File: src/rtl/dmem_arbiter.sv
// Single-port data memory arbiter: the core has fixed priority, a starvation
// counter guarantees the DMA a slot, and a lock input lets the DMA hold a burst.
module dmem_arbiter #(
    parameter int unsigned ADDR_W   = 10,
    parameter int unsigned DATA_W   = 32,
    parameter int unsigned MAX_WAIT = 4
) (
    input  logic              clk_i,
    input  logic              rst_i,

    input  logic              c_req_i,
    input  logic              c_we_i,
    input  logic [ADDR_W-1:0] c_addr_i,
    input  logic [DATA_W-1:0] c_wdata_i,
    output logic              c_gnt_o,
    output logic              c_stall_o,
    output logic              c_rvalid_o,
    output logic [DATA_W-1:0] c_rdata_o,

    input  logic              d_req_i,
    input  logic              d_we_i,
    input  logic              d_lock_i,
    input  logic [ADDR_W-1:0] d_addr_i,
    input  logic [DATA_W-1:0] d_wdata_i,
    output logic              d_gnt_o,
    output logic              d_rvalid_o,
    output logic [DATA_W-1:0] d_rdata_o,

    output logic              mem_we_o,
    output logic              mem_re_o,
    output logic [ADDR_W-1:0] mem_addr_o,
    output logic [DATA_W-1:0] mem_wdata_o,
    input  logic [DATA_W-1:0] mem_rdata_i
);

    localparam int unsigned CNT_W    = 8;
    localparam logic [CNT_W-1:0] WAIT_LIMIT = CNT_W'(MAX_WAIT);

    localparam logic [0:0] ARB   = 1'b0;
    localparam logic [0:0] DLOCK = 1'b1;

    logic [0:0]       state;
    logic [0:0]       state_nxt;
    logic [CNT_W-1:0] wait_cnt;
    logic [CNT_W-1:0] wait_cnt_nxt;
    logic             starve;
    logic             c_gnt;
    logic             d_gnt;
    logic             c_rd;
    logic             d_rd;

    assign starve = (wait_cnt == WAIT_LIMIT);

    // Grant selection, lock tracking and starvation counter update
    always_comb begin
        state_nxt    = state;
        c_gnt        = 1'b0;
        d_gnt        = 1'b0;
        wait_cnt_nxt = wait_cnt;

        case (state)
            ARB: begin
                c_gnt = c_req_i & ~starve;
                d_gnt = d_req_i & ~c_gnt;
                if (d_gnt && d_lock_i) begin
                    state_nxt = DLOCK;
                end
            end
            DLOCK: begin
                d_gnt = d_req_i;
                // Dropping the request while locked releases the memory too
                if (!d_lock_i || !d_req_i) begin
                    state_nxt = ARB;
                end
            end
            default: begin
                state_nxt = ARB;
            end
        endcase

        if (rst_i) begin
            c_gnt = 1'b0;
            d_gnt = 1'b0;
        end

        if (!d_req_i || d_gnt) begin
            wait_cnt_nxt = '0;
        end else if (wait_cnt < WAIT_LIMIT) begin
            wait_cnt_nxt = wait_cnt + CNT_W'(1);
        end
    end

    assign c_gnt_o   = c_gnt;
    assign d_gnt_o   = d_gnt;
    assign c_stall_o = c_req_i & ~c_gnt;
    assign c_rd      = c_gnt & ~c_we_i;
    assign d_rd      = d_gnt & ~d_we_i;

    // Memory port mux; an idle port is driven to zero
    always_comb begin
        mem_we_o    = 1'b0;
        mem_re_o    = 1'b0;
        mem_addr_o  = '0;
        mem_wdata_o = '0;
        if (c_gnt) begin
            mem_we_o    = c_we_i;
            mem_re_o    = ~c_we_i;
            mem_addr_o  = c_addr_i;
            mem_wdata_o = c_wdata_i;
        end else if (d_gnt) begin
            mem_we_o    = d_we_i;
            mem_re_o    = ~d_we_i;
            mem_addr_o  = d_addr_i;
            mem_wdata_o = d_wdata_i;
        end
    end

    // State, counter and one-cycle-latency read return
    always_ff @(posedge clk_i) begin
        if (rst_i) begin
            state      <= ARB;
            wait_cnt   <= '0;
            c_rvalid_o <= 1'b0;
            d_rvalid_o <= 1'b0;
            c_rdata_o  <= '0;
            d_rdata_o  <= '0;
        end else begin
            state      <= state_nxt;
            wait_cnt   <= wait_cnt_nxt;
            c_rvalid_o <= c_rd;
            d_rvalid_o <= d_rd;
            if (c_rd) begin
                c_rdata_o <= mem_rdata_i;
            end
            if (d_rd) begin
                d_rdata_o <= mem_rdata_i;
            end
        end
    end

endmodule

File: config.mk
export PLATFORM = sky130hd
export DESIGN_NAME = dmem_arbiter
export DESIGN_NICKNAME = d
export VERILOG_FILES = /design/src/rtl/dmem_arbiter.sv
export SDC_FILE = /design/constraint.sdc
export NUM_CORES = 1
export LEC_CHECK = 0
export CAP_MARGIN = 5
export CORE_MARGIN = 2
export CORE_UTILIZATION = 34
export DETAILED_ROUTE_END_ITERATION = 16
export HOLD_SLACK_MARGIN = 0.05
export PLACE_DENSITY = 0.79
export SYNTH_ARGS = -nofsm -noshare
export SYNTH_HDL_FRONTEND = slang
export SYNTH_SLANG_ARGS = --single-unit
File: constraint.sdc
create_clock -name clk_i -period 2 [get_ports clk_i]
set_input_delay 0.3 -clock clk_i [delete_from_list [all_inputs] [get_ports clk_i]]
set_output_delay 0.3 -clock clk_i [all_outputs]
set_load 0.02 [all_outputs]
==> results of run 1 <==
-- through the flow --
step           setup slack [ns]  cell area, um2  cells  setup TNS (ns)  util, %
6_report                 -0.433            6320    726          -17.45     68.8
5_1_grt                  -0.510            6320    726          -21.19     68.8
4_1_cts                  -0.512            6270    729          -19.08     68.2
3_5_place_dp             -0.557            5690    682          -24.97     61.9
3_3_place_gp             -0.542            5690    682          -22.49     61.9
2_1_floorplan            0.0569            3200    350               0        -
-- layout by cell type (no fill, tap or decap), drive strengths merged, types with 2 or more instances in the layout --
master and count:
clkdlybuf4s50 188, and3 6, inv 39, nand2 3, clkbuf 10, buf 97, nor2 7, o21ai 64
o311ai 32, nand3 32, ha 2, clkinv 4, a22o 43, dfxtp 75
-- flip-flops by register name, indices dropped and copies added, names as in the netlist --
name        cells
d_rdata_o      32
state           1
wait_cnt        8
c_rvalid_o      1
d_rvalid_o      1
c_rdata_o      32
-- cells by family (layout without fill, tap and decap cells) --
| kind of cell | count (synthesis) | after routing |
|---|---|---|
| compound gates | 143 | 143 |
| xor+xnor | 1 | 1 |
| fa+ha+maj | 2 | 2 |
| buf+inv | 74 | 339 |
| flops | 75 | 75 |
| mux | 1 | 1 |
| simple gates | 54 | 54 |
-- repair_timing --
| action | in CTS | in global routing |
|---|---|---|
| resized for setup | 291 | 26 |
| cloned | 5 | 0 |
| buffers inserted | 26 | 3 |
| endpoints found under the setup margin | 79 | 93 |
| pin swaps | 36 | 16 |
-- routing by layer --
layer  track usage [%]  up-vias  share of wire (%)
met2              47.9      177                 50
met4              11.5        0                3.6
met3              7.98       33                8.6
li1                  -     1828                  -
met1              29.7     1822                 38
met5                 0        -                  0
-- worst max-delay path by stage --
stage	to	slack, ns	cells after the start
4_1_cts	mem_wdata_o[22]	-0.51	9
3_5_place_dp	mem_wdata_o[27]	-0.56	7
5_1_grt	mem_wdata_o[19]	-0.51	10
3_3_place_gp	mem_wdata_o[22]	-0.54	7
6_report	mem_wdata_o[13]	-0.43	10
2_1_floorplan	mem_addr_o[0]	0.06	7
-- power breakdown --
part           switching [mW]  internal [mW]  total (mW)  leakage [nW]
combinational           0.468          0.580        1.05          1.93
sequential             0.0308           1.55        1.59         0.612
clock                   0.570          0.451        1.02        0.0864
-- critical path: cells and delay by family (launching register included) --
family / cells / cell delay [ns]
DFF: 1 / 0.35
and+or+nand+nor: 2 / 0.40
adders and majority gates: 1 / 0.14
buffers and inverters: 5 / 0.53
AOI/OAI and AO/OA: 2 / 0.37
-- cell type report --
type                       count  area (um2)  share of cell area (%)
clock buffer                  10         128                    2.02
clock inverter                 6        40.0                   0.633
inverter                      38         143                    2.26
multi-input combinational    201        1410                    22.4
sequential                    75        1500                    23.8
tap                          111         139                    2.20
timing repair buffer         285        2960                    46.8
==> metrics, run 1 <==
Initial DRT Pass Iterations 4; DRC 0; crit-path cells inv_2 -> ha_4 -> and4bb_2 -> a21o_1 -> nor2_4 -> buf_4 -> buf_6 -> buf_6 -> a22o_1 -> buf_6; CTS tree built; Post-synth EDFFs 0; Die ar. 10200 um2; count leader, synth dfxtp_1; status complete, but fails checks; relative slew slack 57.6%; Critical Path Start wait_cnt[0]$_SDFFE_PP0N_; Yosys warning count 0; post-layout min period 2.43 ns; htree depth 3; critical path class reg -> out; Post-Route WL 14300 um; arrival time worst endpoint 2.13 ns; dominant synthesized flop cell dfxtp_1; synthesized area per cell 9.13 um2; 1st-iter DRT viols 113; CTS root buf clkbuf_8; # clock sinks 75; TritonCTS Buffers 9; num ports 236; hold endpoint c_rdata_o[13]$_SDFFE_PP0P_; Skew-Pair Late Insertion Delay 0.34 ns; multiplexer area fraction after synthesis 0.313%; Core Box Area 9200 um2; Vias 3860; MaxCap Viol Count 0; top cells by area, synth dfxtp_1 47%, a22o_1 12%, o21ai_1 9.1%; Buffers on Ports 235; Synth Area in XOR/XNOR 0.274%; fraction of layout cells with a size suffix above 1 21.0%; Die Wd 101 um; final hold slack 0.462 ns; antenna violations before repair 0; max incr delay on CP 0.35 ns; Clock transition at path regs 0.09 ns; DPL Wire Length 10100 um; Syn Nets 475; Antenna Nets Post-Route 0; PD cells 578 nW/um2; Max Slew Vio Count 0; post-synthesis compound-gate area fraction 31.6%; post-synth top area share 47.0%; Final nets 735; R2R setup slack 0.07 ns; clock buffer depth 2; routability congestion estimate 1.01; leakage 2.62 nW; # rows 35; final setup fails 47; vias in the first global route 3885; clock skew 0.0152 ns; antenna fix cells 0; HP Start c_rdata_o[13]$_SDFFE_PP0P_; Fin. Hold Viols 0; vias per std cell 5.32; sequential share of the synthesized area 47.0%; hold path depth 2; post-synthesis cell type count 31; cell mode on critical path buf_6; die height 101 um; simple-gate area share of the yosys netlist 9.24%; Syn Inst Count 350; Async SR Flop Fraction 0%; largest area contributor in the netlist dfxtp_1; final setup margin -0.433 ns; unrepaired setup endpoints after global routing yes; synth cell count leaders 75 x dfxtp_1, 58 x o21ai_1, 43 x a22o_1; first-pass GRT wire length 21200 um; Worst R2R Start wait_cnt[0]$_SDFFE_PP0N_; Total GRT Usage 26.9%; post-synthesis cell area 3200 um2; hold_buf cts 0; r2r worst-path depth 13; Worst Hold Class reg -> reg; main combinational cell family by area after synthesis compound AO/OA/AOI/OAI gates; largest fanout on the critical path 6; Avg WL per Cell 19.7 um; reg2reg end wait_cnt[0]$_SDFFE_PP0N_; Final Total Pwr 3.65 mW; crit end category primary output; Adder-Cell Fraction of Synth Area 0.783%; Filler cells 701; Peak Freq 411 MHz; post-synthesis register bit count 75; pin count of the biggest net entering global routing 66; Critical Path Source Type flop; Tcrit/Tclk final 122%; Worst-Margin Slew 0.636 ns; VDD IR-drop max 0.489 mV; Critical Path RT 1.70 ns; Overflow after GRT 0; starting density of the core 34.8%; area grow syn2layout 97.8%; slowest CP cell dfxtp_2; failing checks negative setup slack
No activity file was read; power rests on OpenSTA's default activity.
==> run 2: changes to the inputs <==
--- a/config.mk
+++ b/config.mk
@@ -9,6 +9,7 @@
 export CORE_MARGIN = 2
 export CORE_UTILIZATION = 34
 export DETAILED_ROUTE_END_ITERATION = 16
+export GPL_ROUTABILITY_DRIVEN = 0
 export HOLD_SLACK_MARGIN = 0.05
 export PLACE_DENSITY = 0.79
 export SYNTH_ARGS = -nofsm -noshare
==> run 2 against run 1 <==
  * Register-to-register slack improved by 0.03 ns
  * Cell count decreased by 2.3%
  * Largest power group unchanged
  * Design area decreased by 2.5%
  * Setup slack improved by 0.038 ns
  * Sequential power about the same
  * Non-clock buffer count decreased by 18
  * Die area unchanged
  * Via count decreased by 3.5%
  * The flow still finishes with violations (negative setup slack)
  * Critical path type unchanged
  * Highest routed layer unchanged
==> metrics, run 2 (synthesis gave the netlist of run 1 again) <==
CP Buf/Inv Count 4; Fin. Hold Viols 0; top flop regs c_rdata_o: 32 flops, d_rdata_o: 32 flops, wait_cnt: 8 flops; # clock sinks 75; die height 101 um; clock skew 0.0145 ns; clock buffer depth 2; Final nets 717; Avg WL per Cell 19.2 um; vias per std cell 5.25; arrival time worst endpoint 2.09 ns; Max Slew Vio Count 0; met3 WL post-DR 1340 um; first-pass GRT wire length 20100 um; Total GRT Usage 25.4%; placed cell area 5670 um2; metal1 wirelength 5080 um; num ports 236; CTS tree built; 1st-iter DRT viols 100; final setup margin -0.395 ns; cell family with most CP delay buffers and inverters; antenna violations before repair 1; final setup fails 46; # rows 35; status complete, but fails checks; largest fanout on the critical path 8; critical path class reg -> out; cell mode on critical path buf_6; Final Total Pwr 3.85 mW; TritonCTS Buffers 9; utilization after layout 67.1%; Design Area, Final 6170 um2; starting density of the core 34.8%; leakage 2.53 nW; slowest CP cell dfxtp_2; Initial DRT Pass Iterations 4; Die Wd 101 um; Clock transition at path regs 0.08 ns; VDD IR-drop max 0.458 mV; unrepaired setup endpoints after global routing yes; post-layout min period 2.39 ns; crit end category primary output; Overflow after GRT 0; failing checks negative setup slack; Post-Route WL 13600 um; Met2 Routed Length 6760 um; area grow syn2layout 93.0%; CTS root buf clkbuf_8; crit-path cells inv_2 -> ha_4 -> and4bb_2 -> a21o_1 -> nor2_4 -> buf_6 -> clkbuf_16 -> a22o_1 -> buf_6; Worst Hold Class reg -> reg; PD cells 625 nW/um2; top sig layer met4; vias in the first global route 3747; MaxCap Viol Count 0; Buffers on Ports 235; most frequent cells in the layout 188 x clkdlybuf4s50_1, 73 x dfxtp_1, 59 x o21ai_1; Tcrit/Tclk final 120%; final hold slack 0.463 ns; htree depth 3; Skew-Pair Late Insertion Delay 0.33 ns; DRC 0; pin count of the biggest net entering global routing 66; Filler cells 726; Peak Freq 418 MHz; DPL Wire Length 9750 um; Critical Path Source Type flop; fraction of layout cells with a size suffix above 1 18.6%; relative slew slack 58.8%; Critical Path RT 1.70 ns; Worst-Margin Slew 0.618 ns; commonest non-fill, non-tap cell in the layout clkdlybuf4s50_1; Vias 3724; hold_buf cts 0; Die ar. 10200 um2; Antenna Nets Post-Route 0; max incr delay on CP 0.33 ns; Core Box Area 9200 um2
[run 2: changes by cell type in the layout (fill, tap and decap cells not counted), moves of 2 or more]
cell,change
clkinv_2,-2
bufinv_16,+2
buf_4,-12
buf_16,-4
clkbuf_16,+2
buf_6,-2
[run 2: per-layer routing]
metal,up-vias,global-route usage [%]
met5,-,0
li1,1790,-
met3,32,10.2
met4,0,10.9
met2,178,43.6
met1,1724,27.7
[run 2: what timing repair did]
action / 4_1_cts / 5_1_grt
setup buffers: 7 / 6
hold endpoints to repair: 0 / 0
cloned: 2 / 2
pin swaps: 18 / 27
resized for setup: 292 / 14
endpoints found under the setup margin: 79 / 52
[run 2: where the power goes]
part | internal, mW | switching (mW) | total, mW | leakage [nW]
logic | 0.548 | 0.457 | 1.01 | 1.81
registers | 1.55 | 0.0298 | 1.58 | 0.612
clock network | 0.706 | 0.559 | 1.26 | 0.103
[run 2: path summary, 6_finish.rpt]
kind,startpoint,to,slack [ns],depth (start not counted)
worst max-delay path,wait_cnt[0]$_SDFFE_PP0N_,mem_wdata_o[27],-0.39,9
worst min-delay path,c_rdata_o[23]$_SDFFE_PP0P_,c_rdata_o[23]$_SDFFE_PP0P_,0.46,2
worst max register to register,wait_cnt[0]$_SDFFE_PP0N_,d_rdata_o[13]$_SDFFE_PP0P_,0.10,8
worst min register to register,c_rdata_o[23]$_SDFFE_PP0P_,c_rdata_o[23]$_SDFFE_PP0P_,0.46,2
[run 2: layout make-up]
| class | instances | area, um2 | area share [%] |
|---|---|---|---|
| tap | 111 | 139 | 2.25 |
| antenna | 1 | 2.50 | 0.0406 |
| inverter | 38 | 143 | 2.31 |
| timing repair buffer | 267 | 2750 | 44.6 |
| sequential | 75 | 1500 | 24.4 |
| clock buffer | 10 | 128 | 2.07 |
| multi-input combinational | 201 | 1420 | 22.9 |
| clock inverter | 6 | 88.8 | 1.44 |
[run 2: worst register-to-register path: cells and delay by family (launching register included)]
kind | cells | cell delay [ns]
adders and majority gates | 1 | 0.11
buffers and inverters | 3 | 0.45
and+or+nand+nor | 2 | 0.63
AOI/OAI and AO/OA | 2 | 0.31
DFF | 1 | 0.33
[run 2: through the flow]
step	setup TNS (ns)	cells	setup slack (ns)
after global routing	-19.10	709	-0.475
after detailed placement	-24.05	679	-0.524
final	-14.98	709	-0.395
after global placement	-21.86	679	-0.515
after CTS	-16.39	704	-0.420
after floorplan	0	350	0.0569
==> run 3: changes to the inputs <==
--- a/config.mk
+++ b/config.mk
@@ -5,13 +5,14 @@
 export SDC_FILE = /design/constraint.sdc
 export NUM_CORES = 1
 export LEC_CHECK = 0
+export ABC_AREA = 1
 export CAP_MARGIN = 5
 export CORE_MARGIN = 2
 export CORE_UTILIZATION = 34
 export DETAILED_ROUTE_END_ITERATION = 16
 export GPL_ROUTABILITY_DRIVEN = 0
 export HOLD_SLACK_MARGIN = 0.05
-export PLACE_DENSITY = 0.79
+export PLACE_DENSITY = 0.76
 export SYNTH_ARGS = -nofsm -noshare
 export SYNTH_HDL_FRONTEND = slang
 export SYNTH_SLANG_ARGS = --single-unit
==> constraint.sdc (replaced) <==
create_clock -name clk_i -period 1.98 [get_ports clk_i]
set_input_delay 0.297 -clock clk_i [delete_from_list [all_inputs] [get_ports clk_i]]
set_output_delay 0.297 -clock clk_i [all_outputs]
set_load 0.02 [all_outputs]
==> run 3 against run 2 <==
  * Cell count is 52% higher
  * Critical endpoint is now mem_addr_o[5]
  * Sequential cell count unchanged
  * Routed wire length is 11% higher
  * Global-route usage shrank 3.2 points
  * Core utilization is 0.71 points lower
  * The flow still finishes with violations (negative setup slack)
  * Clock power is 28% higher
  * Via count increased by 25%
  * Clock skew shrank 0.0077 ns
==> metrics, run 3 <==
status complete, but fails checks; failing checks negative setup slack; DRC 0; Overflow after GRT 0; Max Slew Vio Count 0; vias in the first global route 4480; Initial DRT Pass Iterations 4; Buffers on Ports 235; largest area contributor in the netlist dfxtp_1; Total GRT Usage 22.2%; critical path class reg -> out; Clock transition at path regs 0.06 ns; die height 111 um; leakage 3.71 nW; first-pass GRT wire length 22400 um; post-synth top area share 38.3%; Critical Path Source Type flop; Met2 Routed Length 7370 um; TritonCTS Buffers 9; Antenna Nets Post-Route 0; post-layout min period 2.16 ns; placed cell area 6520 um2; Worst-Margin Slew 0.417 ns; CTS tree built; htree depth 3; starting density of the core 34.6%; MaxCap Viol Count 0; Critical Path RT 1.68 ns; area grow syn2layout 91.7%; Skew-Pair Late Insertion Delay 0.33 ns; Syn Nets 797; fraction of layout cells with a size suffix above 1 17.3%; relative slew slack 72.0%; setup total negative slack -4.83 ns; commonest non-fill, non-tap cell in the layout nand2_1; Post-synth EDFFs 0; post-synthesis cell area 3920 um2; top sig layer met4; reg2reg end c_rdata_o[1]$_SDFFE_PP0P_; DPL Wire Length 9290 um; Die Wd 111 um; most frequent cells in the layout 261 x nand2_1, 186 x clkdlybuf4s50_1, 141 x inv_1; vias per std cell 4.30; Core Box Area 11300 um2; Post-Route WL 15100 um; metal1 wirelength 6640 um; Worst Hold Class reg -> reg; Syn Inst Count 672; utilization after layout 66.4%; # clock sinks 75; r2r worst-path depth 12; dominant synthesized flop cell dfxtp_1; final cell count without fillers 1081; Async SR Flop Fraction 0%; unrepaired setup endpoints after global routing yes; hold path depth 2; PD cells 590 nW/um2; sequential share of the synthesized area 38.3%; final hold slack 0.425 ns; final setup fails 45; hold_buf cts 0; largest fanout on the critical path 6; VDD IR-drop max 0.485 mV; placed instance count 1041; HP Start wait_cnt[4]$_SDFFE_PP0N_; hold endpoint wait_cnt[4]$_SDFFE_PP0N_; synth cell count leaders 296 x nand2_1, 144 x inv_1, 75 x dfxtp_1, 75 x nor2_1, 32 x nand4_1; Final Total Pwr 4.43 mW; antenna violations before repair 1; Avg WL per Cell 14.0 um; Yosys warning count 0; Die ar. 12400 um2; count leader, synth nand2_1; Peak Freq 463 MHz; post-synthesis cell type count 20; CTS root buf clkbuf_16; num ports 236; 1st-iter DRT viols 285; Design Area, Final 7510 um2; Vias 4647; Final nets 1057; R2R setup slack 0.26 ns; post-synthesis register bit count 75; dpl ws -0.492 ns; met3 WL post-DR 860 um; top cells by area, synth dfxtp_1 38%, nand2_1 28%, inv_1 14%; Worst R2R Start wait_cnt[0]$_SDFFE_PP0N_; final setup margin -0.180 ns; synthesized area per cell 5.83 um2; # rows 39; Tcrit/Tclk final 109%; clock skew 0.00678 ns; Fin. Hold Viols 0; top flop regs c_rdata_o: 32 flops, d_rdata_o: 32 flops, wait_cnt: 8 flops; clock buffer depth 2; pin count of the biggest net entering global routing 35; arrival time worst endpoint 1.86 ns; crit end category primary output
run 3: what timing repair did:
action	4_1_cts	5_1_grt
buffers inserted	8	5
gates cloned	7	6
pin swaps	21	3
resized for setup	324	32
endpoints found under the setup margin	47	47
run 3: per-layer routing:
metal  vias to the layer above  track usage (%)
met2                       144             37.7
met3                        15             5.88
met5                         -                0
met1                      2034             28.2
li1                       2454                -
met4                         0             5.51
run 3: how the worst max path moves through the flow:
stage                              from              end  slack [ns]
2_1_floorplan  wait_cnt[0]$_SDFFE_PP0N_  mem_wdata_o[10]        0.14
3_3_place_gp                    c_req_i  mem_wdata_o[12]       -0.47
3_5_place_dp                    c_req_i    mem_addr_o[6]       -0.49
4_1_cts        wait_cnt[0]$_SDFFE_PP0N_         mem_re_o       -0.18
5_1_grt        wait_cnt[1]$_SDFFE_PP0N_    mem_addr_o[5]       -0.26
6_report       wait_cnt[0]$_SDFFE_PP0N_    mem_addr_o[5]       -0.18
run 3: logic make-up after synthesis:
group	Yosys count	share of synthesized area [%]
flops	75	38.3
simple gates	411	41.9
compound gates	5	0.958
fa+ha+maj	2	0.638
buf+inv	179	18.2
run 3: report_power, final:
part | switching (mW) | internal [mW] | total [mW] | leakage, nW
registers | 0.0323 | 1.58 | 1.61 | 0.612
logic | 0.575 | 0.636 | 1.21 | 2.95
clock network | 0.637 | 0.978 | 1.61 | 0.143
total | 1.24 | 3.19 | 4.43 | 3.71
run 3: area by class of cell:
type                            instances  area, um2
Fill cell                             974       3810
Timing Repair Buffer                  282       3040
Clock buffer                           10        229
Tap cell                              143        179
Multi-Input combinational cell        418       1940
Inverter                              146        561
Clock inverter                          6       65.1
Antenna cell                            1       2.50
Sequential cell                        75       1500
run 3: critical path: stages, from the launching register on:
cell	delay, ns
dfxtp_2	0.32
inv_2	0.07
ha_4	0.13
nand3_4	0.07
o21ai_4	0.15
buf_6	0.12
nor2_4	0.04
buf_6	0.13
buf_12	0.13
buf_16	0.14
nand2_2	0.06
nand2_2	0.05
buf_6	0.12
